`src/rtl/fifo_burst_reader_if.sv`:
```
// Valid/ready stream carrying burst words and a per-burst last marker.
interface fifo_burst_reader_if #(
    parameter int unsigned DATA_WIDTH = 8
);
    logic                  m_valid_o;
    logic [DATA_WIDTH-1:0] m_data_o;
    logic                  m_last_o;
    logic                  m_ready_i;

    modport master (
        output m_valid_o,
        output m_data_o,
        output m_last_o,
        input  m_ready_i
    );

    modport slave (
        input  m_valid_o,
        input  m_data_o,
        input  m_last_o,
        output m_ready_i
    );
endinterface

```
`src/rtl/fifo_burst_reader.sv`:
```
// Pops fixed-length bursts from an FWFT FIFO into a 2-entry skid buffer and
// streams them out with a last marker; partial bursts leave on timeout or flush.
module fifo_burst_reader #(
    parameter int unsigned DATA_WIDTH = 8,
    parameter int unsigned FIFO_DEPTH = 32,
    parameter int unsigned CNT_WIDTH  = $clog2(FIFO_DEPTH) + 1,
    parameter int unsigned BURST_LEN  = 4,
    parameter int unsigned TIMEOUT    = 16
) (
    input  logic                  clk,
    input  logic                  rst,
    output logic                  fifo_ren_o,
    input  logic [DATA_WIDTH-1:0] fifo_rdata_i,
    input  logic                  fifo_empty_i,
    input  logic [CNT_WIDTH-1:0]  fifo_count_i,
    input  logic                  flush_i,
    fifo_burst_reader_if.master   m_if,
    output logic                  busy_o
);

    localparam int unsigned TO_WIDTH = $clog2(TIMEOUT) + 1;

    typedef enum logic {
        IDLE,
        BURST
    } state_t;

    state_t                state_q;
    logic [CNT_WIDTH-1:0]  remain_q;
    logic [TO_WIDTH-1:0]   to_cnt_q;
    logic [DATA_WIDTH-1:0] data0_q;
    logic [DATA_WIDTH-1:0] data1_q;
    logic                  last0_q;
    logic                  last1_q;
    logic [1:0]            occ_q;
    logic [1:0]            occ_d;

    logic                  full_burst;
    logic                  start;
    logic [CNT_WIDTH-1:0]  start_len;
    logic                  push;
    logic                  pop;

    always_comb begin
        full_burst = fifo_count_i >= CNT_WIDTH'(BURST_LEN);
        start      = full_burst ||
                     ((fifo_count_i != '0) &&
                      (flush_i || (to_cnt_q == TO_WIDTH'(TIMEOUT - 1))));
        start_len  = full_burst ? CNT_WIDTH'(BURST_LEN) : fifo_count_i;
        // Pop only when the registered occupancy guarantees a free slot.
        push       = (state_q == BURST) && (remain_q != '0) &&
                     !fifo_empty_i && (occ_q < 2'd2);
        pop        = (occ_q != 2'd0) && m_if.m_ready_i;
        occ_d      = occ_q + {1'b0, push} - {1'b0, pop};
    end

    assign fifo_ren_o     = push;
    assign m_if.m_valid_o = (occ_q != 2'd0);
    assign m_if.m_data_o  = data0_q;
    assign m_if.m_last_o  = last0_q;
    assign busy_o         = (state_q != IDLE) || (occ_q != 2'd0);

    always_ff @(posedge clk or posedge rst) begin
        if (rst) begin
            state_q  <= IDLE;
            remain_q <= '0;
            to_cnt_q <= '0;
            data0_q  <= '0;
            data1_q  <= '0;
            last0_q  <= 1'b0;
            last1_q  <= 1'b0;
            occ_q    <= 2'd0;
        end else begin
            occ_q <= occ_d;

            if (pop) begin
                data0_q <= data1_q;
                last0_q <= last1_q;
            end
            // A push lands at the head when the buffer is, or becomes, empty.
            if (push) begin
                if ((occ_q == 2'd0) || ((occ_q == 2'd1) && pop)) begin
                    data0_q <= fifo_rdata_i;
                    last0_q <= (remain_q == CNT_WIDTH'(1));
                end else begin
                    data1_q <= fifo_rdata_i;
                    last1_q <= (remain_q == CNT_WIDTH'(1));
                end
            end

            case (state_q)
                IDLE: begin
                    if (start) begin
                        state_q  <= BURST;
                        remain_q <= start_len;
                        to_cnt_q <= '0;
                    end else if (fifo_count_i == '0) begin
                        to_cnt_q <= '0;
                    end else begin
                        to_cnt_q <= to_cnt_q + TO_WIDTH'(1);
                    end
                end
                BURST: begin
                    if (push) begin
                        remain_q <= remain_q - CNT_WIDTH'(1);
                        if (remain_q == CNT_WIDTH'(1)) begin
                            state_q <= IDLE;
                        end
                    end
                end
                default: state_q <= IDLE;
            endcase
        end
    end

endmodule

```
`src/flat_wrapper.sv`:
```
// flat-port wrapper written by rule: the top's interface ports become plain ports
module fifo_burst_reader_flat 
#(
    parameter int unsigned DATA_WIDTH = 8,
    parameter int unsigned FIFO_DEPTH = 32,
    parameter int unsigned CNT_WIDTH  = $clog2(FIFO_DEPTH) + 1,
    parameter int unsigned BURST_LEN  = 4,
    parameter int unsigned TIMEOUT    = 16
)
  (clk, rst, fifo_ren_o, fifo_rdata_i, fifo_empty_i, fifo_count_i, flush_i, busy_o, m_if_m_valid_o, m_if_m_data_o, m_if_m_last_o, m_if_m_ready_i);
  fifo_burst_reader_if #(.DATA_WIDTH(DATA_WIDTH)) m_if_i ();
  input  logic clk;
  input  logic rst;
  output logic fifo_ren_o;
  input  logic [DATA_WIDTH-1:0] fifo_rdata_i;
  input  logic fifo_empty_i;
  input  logic [CNT_WIDTH-1:0] fifo_count_i;
  input  logic flush_i;
  output logic busy_o;
  output wire logic [$bits(m_if_i.m_valid_o)-1:0] m_if_m_valid_o;
  output wire logic [$bits(m_if_i.m_data_o)-1:0] m_if_m_data_o;
  output wire logic [$bits(m_if_i.m_last_o)-1:0] m_if_m_last_o;
  input wire logic [$bits(m_if_i.m_ready_i)-1:0] m_if_m_ready_i;
  assign m_if_m_valid_o = m_if_i.m_valid_o;
  assign m_if_m_data_o = m_if_i.m_data_o;
  assign m_if_m_last_o = m_if_i.m_last_o;
  assign m_if_i.m_ready_i = m_if_m_ready_i;
  fifo_burst_reader #(.DATA_WIDTH(DATA_WIDTH), .FIFO_DEPTH(FIFO_DEPTH), .CNT_WIDTH(CNT_WIDTH), .BURST_LEN(BURST_LEN), .TIMEOUT(TIMEOUT)) u_core (.clk(clk), .rst(rst), .fifo_ren_o(fifo_ren_o), .fifo_rdata_i(fifo_rdata_i), .fifo_empty_i(fifo_empty_i), .fifo_count_i(fifo_count_i), .flush_i(flush_i), .m_if(m_if_i), .busy_o(busy_o));
endmodule
```
`config.mk`:
```
export PLATFORM = sky130hd
export DESIGN_NAME = fifo_burst_reader_flat
export DESIGN_NICKNAME = d
export VERILOG_FILES = /design/src/rtl/fifo_burst_reader_if.sv /design/src/rtl/fifo_burst_reader.sv /design/src/flat_wrapper.sv
export SDC_FILE = /design/constraint.sdc
export NUM_CORES = 1
export LEC_CHECK = 0
export CORE_MARGIN = 10
export CORE_UTILIZATION = 50
export CTS_CLUSTER_SIZE = 24
export DETAILED_ROUTE_END_ITERATION = 6
export PLACE_DENSITY = 0.78
export SYNTH_ARGS = -nofsm -noshare
export SYNTH_HDL_FRONTEND = slang
export SYNTH_SLANG_ARGS = --single-unit
```
`constraint.sdc`:
```
create_clock -name clk -period 2.7 [get_ports clk]
set_input_delay 0.54 -clock clk [delete_from_list [all_inputs] [get_ports clk]]
set_output_delay 0.54 -clock clk [all_outputs]
set_load 0.01 [all_outputs]
```
==> qor.txt <==
Critical Path Slowest Stage Cell -> clkdlybuf4s50_1
PwrDens -> 1067 mW/mm²
fraction of layout cells with a size suffix above 1 -> 0.2337
CP Class -> primary input to output port
first-pass GRT wire length -> 6120 µm
Post-CTS Resized -> 0
antenna violations before repair -> 0
most frequent CP cell -> clkdlybuf4s50_1
post-route ant nets -> 0
drc violations -> 0
number of synthesized register bits -> 32
peak supply drop -> 643.6 µV
Post-Route Skew -> 0.007780 ns
outcome -> complete, no violations
Die Ht -> 76.93 µm
top post-synthesis cells by area -> dfrtp_1 49%, mux2_2 17%, ha_1 4.6%
CTS Buffer Depth -> 2
Setup crit start -> fifo_empty_i
cell taking the most area after synthesis -> dfrtp_1
WP data arrival -> 2.01 ns
Initial Utilization -> 0.5264
clock buffers created by TritonCTS -> 5
Worst-path clk slew -> 0.11 ns
largest net degree at the start of global routing -> 33
H-tree depth -> 2
worst-path cell chain -> clkdlybuf4s50_1 > nor3b_2 > a21bo_1 > inv_1 > clkdlybuf4s50_1
Final setup viols -> 0
Max FO, Critical Path -> 2
sequential-to-total area share from yosys stat -> 0.4942
CTS tree -> yes
Worst slew margin -> 0.6410
clock latency on the worst-skew pair -> 0.35 ns
crit path time final -> 2.551 ns
worst slew pin tran -> 0.5328 ns
clk sinks -> 32
Placer Congestion -> 0.8313
Routed WL per cell -> 15.36 µm
Pleak -> 0.9434 nW
crit start category -> primary input
Die Area -> 0.005917 mm²
Fill cells -> 251
Mean Syn Cell Area -> 11.41 µm²
Post-CTS Setup Inserts -> 0
Req. time, crit path -> 2.16 ns
n_diodes -> 0
post-route clock period utilization -> 0.9448
DR pass1 iterations -> 4
setup TNS -> 0 ns
Crit path largest cell delay -> 0.53 ns
final hold violation count -> 0
IO buf count -> 30
CP endpoint kind -> output port
# Max-Cap Violations -> 0
hold_sp -> u_core.data1_q[0]
GRT met3 Usage -> 0.05594
gr busiest metal -> met2
routing usage on met2 -> 0.2234
post-DP HPWL -> 2678 µm
Nets -> 208
number of global-route vias before repair -> 1278
I/O Pins -> 31
Final Max Slew Viols -> 0
overall power -> 2.221 mW
Die X -> 76.93 µm
number of library cell types mapped by synthesis -> 34
Net Count, Synth -> 167
Root Buffer -> clkbuf_4
Cell Rows -> 20
DR vias -> 1239
1st-iter DRT viols -> 79
R2R Setup Slk -> 0.57 ns
Synth top area share -> 0.4942
RSZ-0062 raised after global routing -> no
fmax -> 0.3920 GHz
GR Layer Usage met1 -> 0.1283
overflow left after global routing -> 0
Post-Synthesis Cells -> 142
hold crit path type -> flop to flop
reg2reg start -> u_core.remain_q[2]
final WL -> 3503 µm
routed vias/inst -> 5.434
yosys warns -> 0
CTS Hold Bufs -> 0
Global Route Usage Sum -> 0.1255
Cell Area, Synth -> 0.001620 mm²
Core ar. -> 0.003078 mm²
Area Growth Syn to Fin -> 28.49%
==> cell usage in the layout, fill, tap and decap left out, types with 2 or more instances in the layout <==
cell / Yosys / layout
a21oi_1: 5 / 5
a31oi_1: 2 / 2
buf_4: 0 / 7
clkbuf_4: 0 / 5
clkdlybuf4s50_1: 0 / 30
dfrtp_1: 32 / 32
ha_1: 6 / 6
inv_1: 13 / 13
mux2_2: 24 / 24
mux2i_1: 4 / 4
nand2_1: 6 / 6
nand3_1: 2 / 2
nor2_1: 12 / 12
nor4_1: 2 / 2
o21ai_0: 7 / 7
o221ai_1: 2 / 2
o22ai_1: 2 / 2
or3_1: 2 / 2
xnor2_1: 2 / 2
==> where the power goes <==
part	internal (mW)	total [mW]	switching (mW)
logic	0.562	0.986	0.424
clock network	0.193	0.372	0.180
registers	0.709	0.862	0.154
total	1.46	2.22	0.758
==> per-stage QoR <==
step / worst slack, ns / std cells / hold slack (ns) / cell area, µm² / utilization
floorplan: 0.8027 / 142 / 0.4767 / 1620 / -
global placement: 0.1822 / 220 / 0.4851 / 2002 / 0.6504
detailed placement: 0.1416 / 220 / 0.4922 / 2002 / 0.6504
CTS: 0.1371 / 228 / 0.5174 / 2082 / 0.6764
global route: 0.04894 / 228 / 0.5303 / 2082 / 0.6764
finish: 0.1491 / 228 / 0.5117 / 2082 / 0.6764
==> final timing paths <==
| kind | end | depth (start not counted) |
|---|---|---|
| worst max register to register | u_core.occ_q[1] | 8 |
| min in group asynchronous | u_core.m_if.m_data_o[5] | 3 |
| worst min-delay path | u_core.data1_q[0] | 1 |
| worst min register to register | u_core.data1_q[0] | 1 |
| max in group asynchronous | u_core.to_cnt_q[4] | 3 |
| worst max-delay path | fifo_ren_o | 5 |
==> Yosys cell counts <==
cell type and n:
or4_1 1, nor2_2 1, and2_1 1, clkbuf_1 1, a21bo_1 1, o2111ai_1 1
a211o_1 1, and3_1 1, mux2_2 24, a211o_2 1, nor4_1 2, mux2i_1 4
buf_6 2, ha_1 6, a31oi_1 2, o31ai_1 1, nor3_1 1, nor3b_2 1
a21oi_1 5, o21ai_0 7, a21o_1 1, or3_1 2, xnor2_1 2, o221ai_1 2
a22o_1 1, o22ai_1 2, dfrtp_1 32, nor4b_1 1, nand2_1 6, nor2_1 12
inv_1 13, nor3_4 1, nand3_1 2, nor2b_1 1
==> layer usage <==
layer / share of wire / vias up
met5: 0 / -
met4: 0.015 / 0
met3: 0.064 / 8
met2: 0.52 / 30
met1: 0.40 / 616
li1: - / 585
==> registers in the layout, indices dropped and copies added (netlist names) <==
name and count:
u_core.m_if.m_data_o 8, u_core.state_q 1, u_core.m_if.m_last_o 1, u_core.to_cnt_q 5
u_core.remain_q 6, u_core.data1_q 8, u_core.occ_q 2, u_core.last1_q 1
==> layout make-up <==
cell class	count	area (µm²)	share of cell area
well taps	44	55.05	0.02644
repair buffers	37	352.8	0.1695
clock buffers	5	37.54	0.01803
inverters	13	48.80	0.02344
clock inverters	3	42.54	0.02043
multi-input cells	94	744.5	0.3576
flip-flops and latches	32	800.8	0.3846
==> critical path: cells and delay by family <==
kind                   cells  cell delay (ns)
and+or+nand+nor            1             0.22
buffers and inverters      3             1.02
AOI/OAI and AO/OA          1             0.24
==> logic make-up after synthesis <==
group | synth area share
AND/OR/NAND/NOR | 0.1097
flip-flops | 0.4942
multiplexers | 0.1915
AO/OA/AOI/OAI | 0.1012
buffers and inverters | 0.04633
adder cells (fa/ha/maj) | 0.04633
XOR/XNOR | 0.01081
Note: power is estimated with default switching activity, not from simulation.
